File: src/rtl/seq_divider_4by2_if.sv
// Operand/result bundle for the 4-by-2 sequential divider.
// The master drives start and operands; the slave returns results and status.
interface seq_divider_4by2_if;
  logic       start;
  logic [3:0] dividend;
  logic [1:0] divisor;
  logic [3:0] quotient;
  logic [1:0] remainder;
  logic       busy;
  logic       done;
  logic       div_by_zero;

  modport master (
    output start, dividend, divisor,
    input  quotient, remainder, busy, done, div_by_zero
  );

  modport slave (
    input  start, dividend, divisor,
    output quotient, remainder, busy, done, div_by_zero
  );
endinterface

File: src/rtl/seq_divider_4by2.sv
// Restoring 4-by-2 unsigned divider, one quotient bit per clock; done 4 cycles after capture (1 for divisor 0).
// No backpressure: start is ignored while busy, and results hold until the next done.
module seq_divider_4by2 (
  input  logic                     clk,
  input  logic                     rst_n,
  seq_divider_4by2_if.slave        bus
);

  localparam logic [1:0] IDLE = 2'b00;
  localparam logic [1:0] RUN  = 2'b01;
  localparam logic [1:0] DONE = 2'b10;

  logic [1:0] state;
  logic [3:0] dvd_q;
  logic [1:0] dsr_q;
  logic [2:0] prem_q;
  logic [3:0] qacc_q;
  logic [1:0] cnt_q;
  logic [3:0] quotient_q;
  logic [1:0] remainder_q;
  logic       busy_q;
  logic       done_q;
  logic       dbz_q;

  logic       accept;
  logic       dvd_bit;
  logic [3:0] trial;
  logic       fits;
  logic [2:0] nxt_prem;
  logic [3:0] nxt_qacc;

  assign accept = bus.start && ((state == IDLE) || (state == DONE));

  // Trial subtraction of the shifted partial remainder; a clear sign bit means the divisor fits.
  always_comb begin
    dvd_bit  = dvd_q[cnt_q];
    trial    = {prem_q, dvd_bit} - {2'b00, dsr_q};
    fits     = ~trial[3];
    nxt_prem = fits ? trial[2:0] : {prem_q[1:0], dvd_bit};
    nxt_qacc = {qacc_q[2:0], fits};
  end

  always_ff @(posedge clk or negedge rst_n) begin
    if (!rst_n) begin
      state       <= IDLE;
      dvd_q       <= 4'd0;
      dsr_q       <= 2'd0;
      prem_q      <= 3'd0;
      qacc_q      <= 4'd0;
      cnt_q       <= 2'd0;
      quotient_q  <= 4'd0;
      remainder_q <= 2'd0;
      busy_q      <= 1'b0;
      done_q      <= 1'b0;
      dbz_q       <= 1'b0;
    end else begin
      done_q <= 1'b0;
      case (state)
        IDLE, DONE: begin
          if (accept) begin
            dvd_q  <= bus.dividend;
            dsr_q  <= bus.divisor;
            prem_q <= 3'd0;
            qacc_q <= 4'd0;
            cnt_q  <= 2'd3;
            busy_q <= 1'b1;
            dbz_q  <= 1'b0;
            state  <= RUN;
          end else begin
            state  <= IDLE;
          end
        end
        RUN: begin
          if (dsr_q == 2'd0) begin
            quotient_q  <= 4'hF;
            remainder_q <= 2'b00;
            dbz_q       <= 1'b1;
            done_q      <= 1'b1;
            busy_q      <= 1'b0;
            state       <= DONE;
          end else begin
            prem_q <= nxt_prem;
            qacc_q <= nxt_qacc;
            cnt_q  <= cnt_q - 2'd1;
            // Last bit: results go straight to the output registers, never intermediates.
            if (cnt_q == 2'd0) begin
              quotient_q  <= nxt_qacc;
              remainder_q <= nxt_prem[1:0];
              done_q      <= 1'b1;
              busy_q      <= 1'b0;
              state       <= DONE;
            end
          end
        end
        default: begin
          busy_q <= 1'b0;
          state  <= IDLE;
        end
      endcase
    end
  end

  assign bus.quotient    = quotient_q;
  assign bus.remainder   = remainder_q;
  assign bus.busy        = busy_q;
  assign bus.done        = done_q;
  assign bus.div_by_zero = dbz_q;

endmodule

File: src/flat_wrapper.sv
// flat-port wrapper written by rule: the top's interface ports become plain ports
module seq_divider_4by2_flat 
  (clk, rst_n, bus_start, bus_dividend, bus_divisor, bus_quotient, bus_remainder, bus_busy, bus_done, bus_div_by_zero);
  seq_divider_4by2_if bus_i ();
  input  logic clk;
  input  logic rst_n;
  input wire logic [$bits(bus_i.start)-1:0] bus_start;
  input wire logic [$bits(bus_i.dividend)-1:0] bus_dividend;
  input wire logic [$bits(bus_i.divisor)-1:0] bus_divisor;
  output wire logic [$bits(bus_i.quotient)-1:0] bus_quotient;
  output wire logic [$bits(bus_i.remainder)-1:0] bus_remainder;
  output wire logic [$bits(bus_i.busy)-1:0] bus_busy;
  output wire logic [$bits(bus_i.done)-1:0] bus_done;
  output wire logic [$bits(bus_i.div_by_zero)-1:0] bus_div_by_zero;
  assign bus_i.start = bus_start;
  assign bus_i.dividend = bus_dividend;
  assign bus_i.divisor = bus_divisor;
  assign bus_quotient = bus_i.quotient;
  assign bus_remainder = bus_i.remainder;
  assign bus_busy = bus_i.busy;
  assign bus_done = bus_i.done;
  assign bus_div_by_zero = bus_i.div_by_zero;
  seq_divider_4by2 u_core (.clk(clk), .rst_n(rst_n), .bus(bus_i));
endmodule
File: config.mk
export PLATFORM = sky130hd
export DESIGN_NAME = seq_divider_4by2_flat
export DESIGN_NICKNAME = d
export VERILOG_FILES = /design/src/rtl/seq_divider_4by2_if.sv /design/src/rtl/seq_divider_4by2.sv /design/src/flat_wrapper.sv
export SDC_FILE = /design/constraint.sdc
export NUM_CORES = 1
export LEC_CHECK = 0
export ABC_AREA = 1
export ABC_CLOCK_PERIOD_IN_PS = 2400
export BUFFER_PORTS_ARGS = -buffer_cell sky130_fd_sc_hd__buf_2
export CAP_MARGIN = 20
export CORE_MARGIN = 2
export CORE_UTILIZATION = 54
export CTS_BUF_LIST = sky130_fd_sc_hd__clkbuf_16
export DETAILED_ROUTE_END_ITERATION = 16
export PLACE_DENSITY_LB_ADDON = 0.2
export SLEW_MARGIN = 25
export SYNTH_ARGS = -nofsm -noshare
export SYNTH_HDL_FRONTEND = slang
export SYNTH_SLANG_ARGS = --single-unit
File: constraint.sdc
create_clock -name clk -period 2.4 [get_ports clk]
set_clock_uncertainty 0.1 [all_clocks]
set_input_delay 0.36 -clock clk [delete_from_list [all_inputs] [get_ports clk]]
set_output_delay 0.36 -clock clk [all_outputs]
set_load 0.1 [all_outputs]
# [After elaboration in Yosys (flattened, before gate mapping)]
# Cells that the tools add are included.
# Widths: inputs -> output; s select.
[word_totals] elab_cells=64 reg_bits=25 output_inout_bits=9 in_bits=9
[op_classes] bitwise=1 magnitude_cmp=1 eq_ne=6 reduce_logical=13 addsub=2 mux=30
[ops] operator="$mux 3" n=5
[ops] operator="$mux 2" n=6
[ops] operator="$pmux 3 s2" n=2
[ops] operator="$mux 1" n=10
[ops] operator="$mux 4" n=2
[ops] operator="$pmux 2 s2" n=2
[ops] operator="$logic_not 2->1" n=3
[ops] operator="$reduce_and 2->1" n=3
[ops] operator="$reduce_and 3->1" n=2
[ops] operator="$ne 2x1->1 const B" n=2
[ops] operator="$pmux 1 s2" n=2
[ops] operator="$reduce_bool 2->1" n=2
[ops] operator="$sub 4x2->4" n=1
[ops] operator="$lt 2x3->1 const B" n=1
[ops] operator="$ne 3x1->1 const B" n=1
[ops] operator="$bmux 1 s2" n=1
[ops] operator="$eq 2x1->1 const B" n=1
[ops] operator="$eq 2x2->1 const B" n=1
[ops] operator="$ne 2x2->1 const B" n=1
[ops] operator="$reduce_or 2->1" n=1
[ops] operator="$sub 2x1->2 const B" n=1
[ops] operator="$logic_and 1x1->1" n=1
[ops] operator="$logic_or 1x1->1" n=1
[ops] operator="$not 1->1" n=1

# [Logic depth before layout (Yosys ltp)]
[depth] depth_word=6 mapped_depth=13 depth_no_buf=13

# [Worst setup path before layout]
# Ideal clock, no wire load.
[synth_timing] path_kind="register -> register" startpoint="register u_core.cnt_q[0]" endpoint="register u_core.remainder_q[1], in the netlist u_core.bus.remainder[1]" setup_ns=0.120 t_required_ns=2.180 period_less_slack_ns=1.771 stages_incl_launch_ff=12 path_buffers=0 t_arrival_ns=1.551 slack_ns=0.629 path_cell_list="dfrtp_1 > inv_1 > nand2_1 > nand3_1 > nand2_1 > ha_1 > inv_1 > fa_1 > nand3_1 > nand2_1 > nand3_1 > nand2_1"
[synth_between] elab_chain_len=6 elab_cells_between_ends=9 cone_classes="add/sub (1); mux (5); reduce/logical (3)"
[synth_rtl] element="start, declared" line_no="seq_divider_4by2.sv:18" rtl="logic [1:0] cnt_q;"
[synth_rtl] element="start signal, assigned" line_no="seq_divider_4by2.sv:84" rtl="cnt_q <= cnt_q - 2'd1;"
[synth_rtl] element="$bmux 1 s2" line_no="seq_divider_4by2.sv:36" rtl="dvd_bit = dvd_q[cnt_q];"
[synth_rtl] element="$mux 1 (implied by the code)" line_no="seq_divider_4by2.sv:36"
[synth_rtl] element="$sub 4x2->4" line_no="seq_divider_4by2.sv:37" rtl="trial = {prem_q, dvd_bit} - {2'b00, dsr_q};"
[synth_rtl] element="$mux 3" line_no="seq_divider_4by2.sv:39" rtl="nxt_prem = fits ? trial[2:0] : {prem_q[1:0], dvd_bit};"
[synth_rtl] element="$mux 2" line_no="seq_divider_4by2.sv:86" rtl="if (cnt_q == 2'd0) begin"
[synth_rtl] element="$mux 2" line_no="seq_divider_4by2.sv:74" rtl="if (dsr_q == 2'd0) begin"
[synth_rtl] element="end signal, assigned" line_no="seq_divider_4by2.sv:88" rtl="remainder_q <= nxt_prem[1:0];"
[synth_rtl] element="end, declared" line_no="seq_divider_4by2.sv:20" rtl="logic [1:0] remainder_q;"
# Parallel ways exist; a longest one is shown, timed or not. The select of a mux whose other input is x is not followed.
# A chain may end at the register's enable or synchronous reset.

# [Worst setup path in the final report]
# Same ends and word-level chain as after synthesis.

==> reports/results.txt <==
status - complete, but fails checks
violated checks - hold timing
most frequent cells in the layout - 41 x nand2_1, 25 x dfrtp_1, 17 x buf_2
commonest non-fill, non-tap cell in the layout - nand2_1
final cycle utilization of the critical path - 80.4%
Worst-Skew Late Latency - 0.25 ns
total track usage - 20.6%
Worst Tran Pin Value - 0.530 ns
Final Hold Violating Endpoints - 25
Synthesis Warnings - 0
clock sink total - 25
Startpoint Class - flop
grt total ovfl - 0
clock slew at reported path FFs - 0.06 ns
Clock Tree Root - clkbuf_16
Setup TNS Final - 0 ns
initial antenna violation count - 0
Register-to-Register Path Depth - 11
CP max FO - 5
area of the multi-input gates - 487 um^2
Post-DP Area - 1300 um^2
Die ar. - 2570 um^2
Max Clock Freq - 518 MHz
cell type with the largest total area after synthesis - dfrtp_1
number of hold buffers added after CTS - 0
delay-heaviest family, CP - adder cells
vias per cell - 5.09
largest net degree at the start of global routing - 26
Ports - 18
FF-to-FF Start - u_core.cnt_q[0]$_DFFE_PN0P_
n_diodes - 0
Distinct cells, synth - 21
max cap viols - 0
multiplexer share of the synthesized area - 0%
WHS - -0.0183 ns
fin nets - 166
Die W - 50.7 um
max incr delay on CP - 0.41 ns
Post-Layout Inst Area - 1380 um^2
Longest Clk Path Bufs - 2
Port Buffer Count - 17
Synth Register Bits - 25
worst hold path type - input port to async pin
fraction of layout cells with a size suffix above 1 - 25.7%
power per cell area - 1590 nW/um^2
DRT iter0 DRCs - 9
fin. max-slew vios - 0
maximum vdd drop - 1.26 mV
Initial Util - 58.9%
cts bufs inserted - 3
Synth top area share - 53.1%
dominant cells by area after synthesis - dfrtp_1 53%, nand2_1 13%, nand3_1 6.4%
Routed wire per std cell - 12.1 um
Synth Area in Simple Gates - 29.2%
Setup CP Type - flop to flop
vias in the first global route - 931
Syn Inst Count - 131
Post-CTS Setup Inserts - 0
Post-Synth XOR/XNOR Area - 0.743%
depth of the CTS H-tree - 1
core area - 2000 um^2
DR pass1 iterations - 4
Crit path top cell by count - nand2_1
detailed-route via count - 911
storage element area - 626 um^2
synth-to-layout area growth - 16.8%
PostCTS Resize Cnt - 0
DP HPWL - 1.68 mm
Buffers & Inverters on Critical Path - 2
largest family of logic cells by synthesized area - simple AND/OR/NAND/NOR gates
minimum clock period - 1.93 ns
compound-gate portion of the synthesized area - 6.48%
CP max-delay cell - fa_1
Filler Cells Inserted - 170
CP cell instances - inv_1 > nand2_1 > nand3_1 > nand2_1 > ha_1 > inv_1 > fa_1 > nand3_1 > nand2_1 > nand3_1 > nand2_1
Slew HR - 64.7%
RSZ-0062 raised after global routing - no
Critical Path End Type - flop
DR DRC count - 0
Crit path required time - 2.44 ns
r2r endpoint - u_core.bus.remainder[1]$_DFFE_PN0P_
syn avg cell area - 9.00 um^2
post-synthesis net count - 144
Core Rows - 16
Mapped Area - 1180 um^2
final setup fails - 0
first-pass GRT wire length - 3.95 mm
WP data arrival - 1.97 ns
post-synthesis sequential area ratio - 53.1%
TritonCTS clock tree - built
adder-cell area share of the yosys netlist - 4.88%
final wirelength - 2.16 mm
reg2reg setup slack - 0.47 ns
chip height - 50.7 um
Pleak - 0.713 nW
Final ANT Viol Nets - 0
GPL Wtd Cong - 0.859
==> worst max path at each step <==
| stage | start | end | slack, ns | cells after the start |
|---|---|---|---|---|
| 2_1_floorplan | u_core.cnt_q[0]$_DFFE_PN0P_ | u_core.bus.remainder[1]$_DFFE_PN0P_ | 0.63 | 11 |
| 3_3_place_gp | u_core.cnt_q[0]$_DFFE_PN0P_ | u_core.prem_q[1]$_DFFE_PN0P_ | 0.59 | 11 |
| 3_5_place_dp | u_core.cnt_q[0]$_DFFE_PN0P_ | u_core.bus.remainder[1]$_DFFE_PN0P_ | 0.48 | 11 |
| 4_1_cts | u_core.cnt_q[0]$_DFFE_PN0P_ | u_core.bus.remainder[1]$_DFFE_PN0P_ | 0.47 | 11 |
| 5_1_grt | u_core.cnt_q[0]$_DFFE_PN0P_ | u_core.bus.remainder[1]$_DFFE_PN0P_ | 0.32 | 11 |
| 6_report | u_core.cnt_q[0]$_DFFE_PN0P_ | u_core.bus.remainder[1]$_DFFE_PN0P_ | 0.47 | 11 |
==> metrics by stage <==
stage / setup WS [ns] / utilization (%) / power [W] / std cells
2_1_floorplan: 0.629 / - / 0.00161 / 131
3_3_place_gp: 0.589 / 64.8 / 0.00180 / 175
3_5_place_dp: 0.485 / 64.8 / 0.00184 / 175
4_1_cts: 0.472 / 68.8 / 0.00220 / 179
5_1_grt: 0.321 / 68.8 / 0.00236 / 179
6_report: 0.470 / 68.8 / 0.00218 / 179
==> final cells by class <==
class                           count  share of cell area, %
Inverter                           17                   4.82
Sequential cell                    25                   45.5
Clock inverter                      1                  0.273
Clock buffer                        3                   5.45
Multi-Input combinational cell     89                   35.4
Timing Repair Buffer               17                   6.18
Tap cell                           27                   2.45
==> cells by family after synthesis <==
family                   count (synthesis)
adder cells (fa/ha/maj)                  4
buffers and inverters                   17
flip-flops                              25
XOR/XNOR                                 1
AO/OA/AOI/OAI                           13
AND/OR/NAND/NOR                         71
==> flip-flops by register name, indices dropped and copies added, names as in the netlist <==
| name | count |
|---|---|
| u_core.bus.busy | 1 |
| u_core.bus.div_by_zero | 1 |
| u_core.bus.done | 1 |
| u_core.bus.quotient | 4 |
| u_core.bus.remainder | 2 |
| u_core.cnt_q | 2 |
| u_core.dsr_q | 2 |
| u_core.dvd_q | 4 |
| u_core.prem_q | 3 |
| u_core.qacc_q | 3 |
| u_core.state | 2 |
==> layer usage <==
| layer | up-vias | global-route usage [%] | part of all wire, % |
|---|---|---|---|
| li1 | 460 | - | - |
| met4 | 0 | 3.15 | 0 |
| met3 | 0 | 5.95 | 3.8 |
| met2 | 14 | 39.3 | 54 |
| met5 | - | 0 | 0 |
| met1 | 437 | 22.9 | 42 |
==> Yosys cell counts <==
master	number
ha_1	3
nand3_1	15
xnor2_1	1
inv_4	1
o22ai_1	1
fa_1	1
nor2_4	2
a32o_1	1
nand2_4	2
nor3_2	1
inv_1	13
nand2_2	3
nor2_2	6
inv_2	3
a21oi_2	1
a21oi_1	6
dfrtp_1	25
nor2_1	1
o21ai_0	3
nand2_1	41
a31oi_1	1
==> where the power goes <==
group	switching [W]	internal, W	leakage (nW)
registers	0.000110	0.000577	0.300
clock network	0.000133	0.000222	0.0423
logic	0.000831	0.000310	0.371
Power figures use the tool's default switching activity.
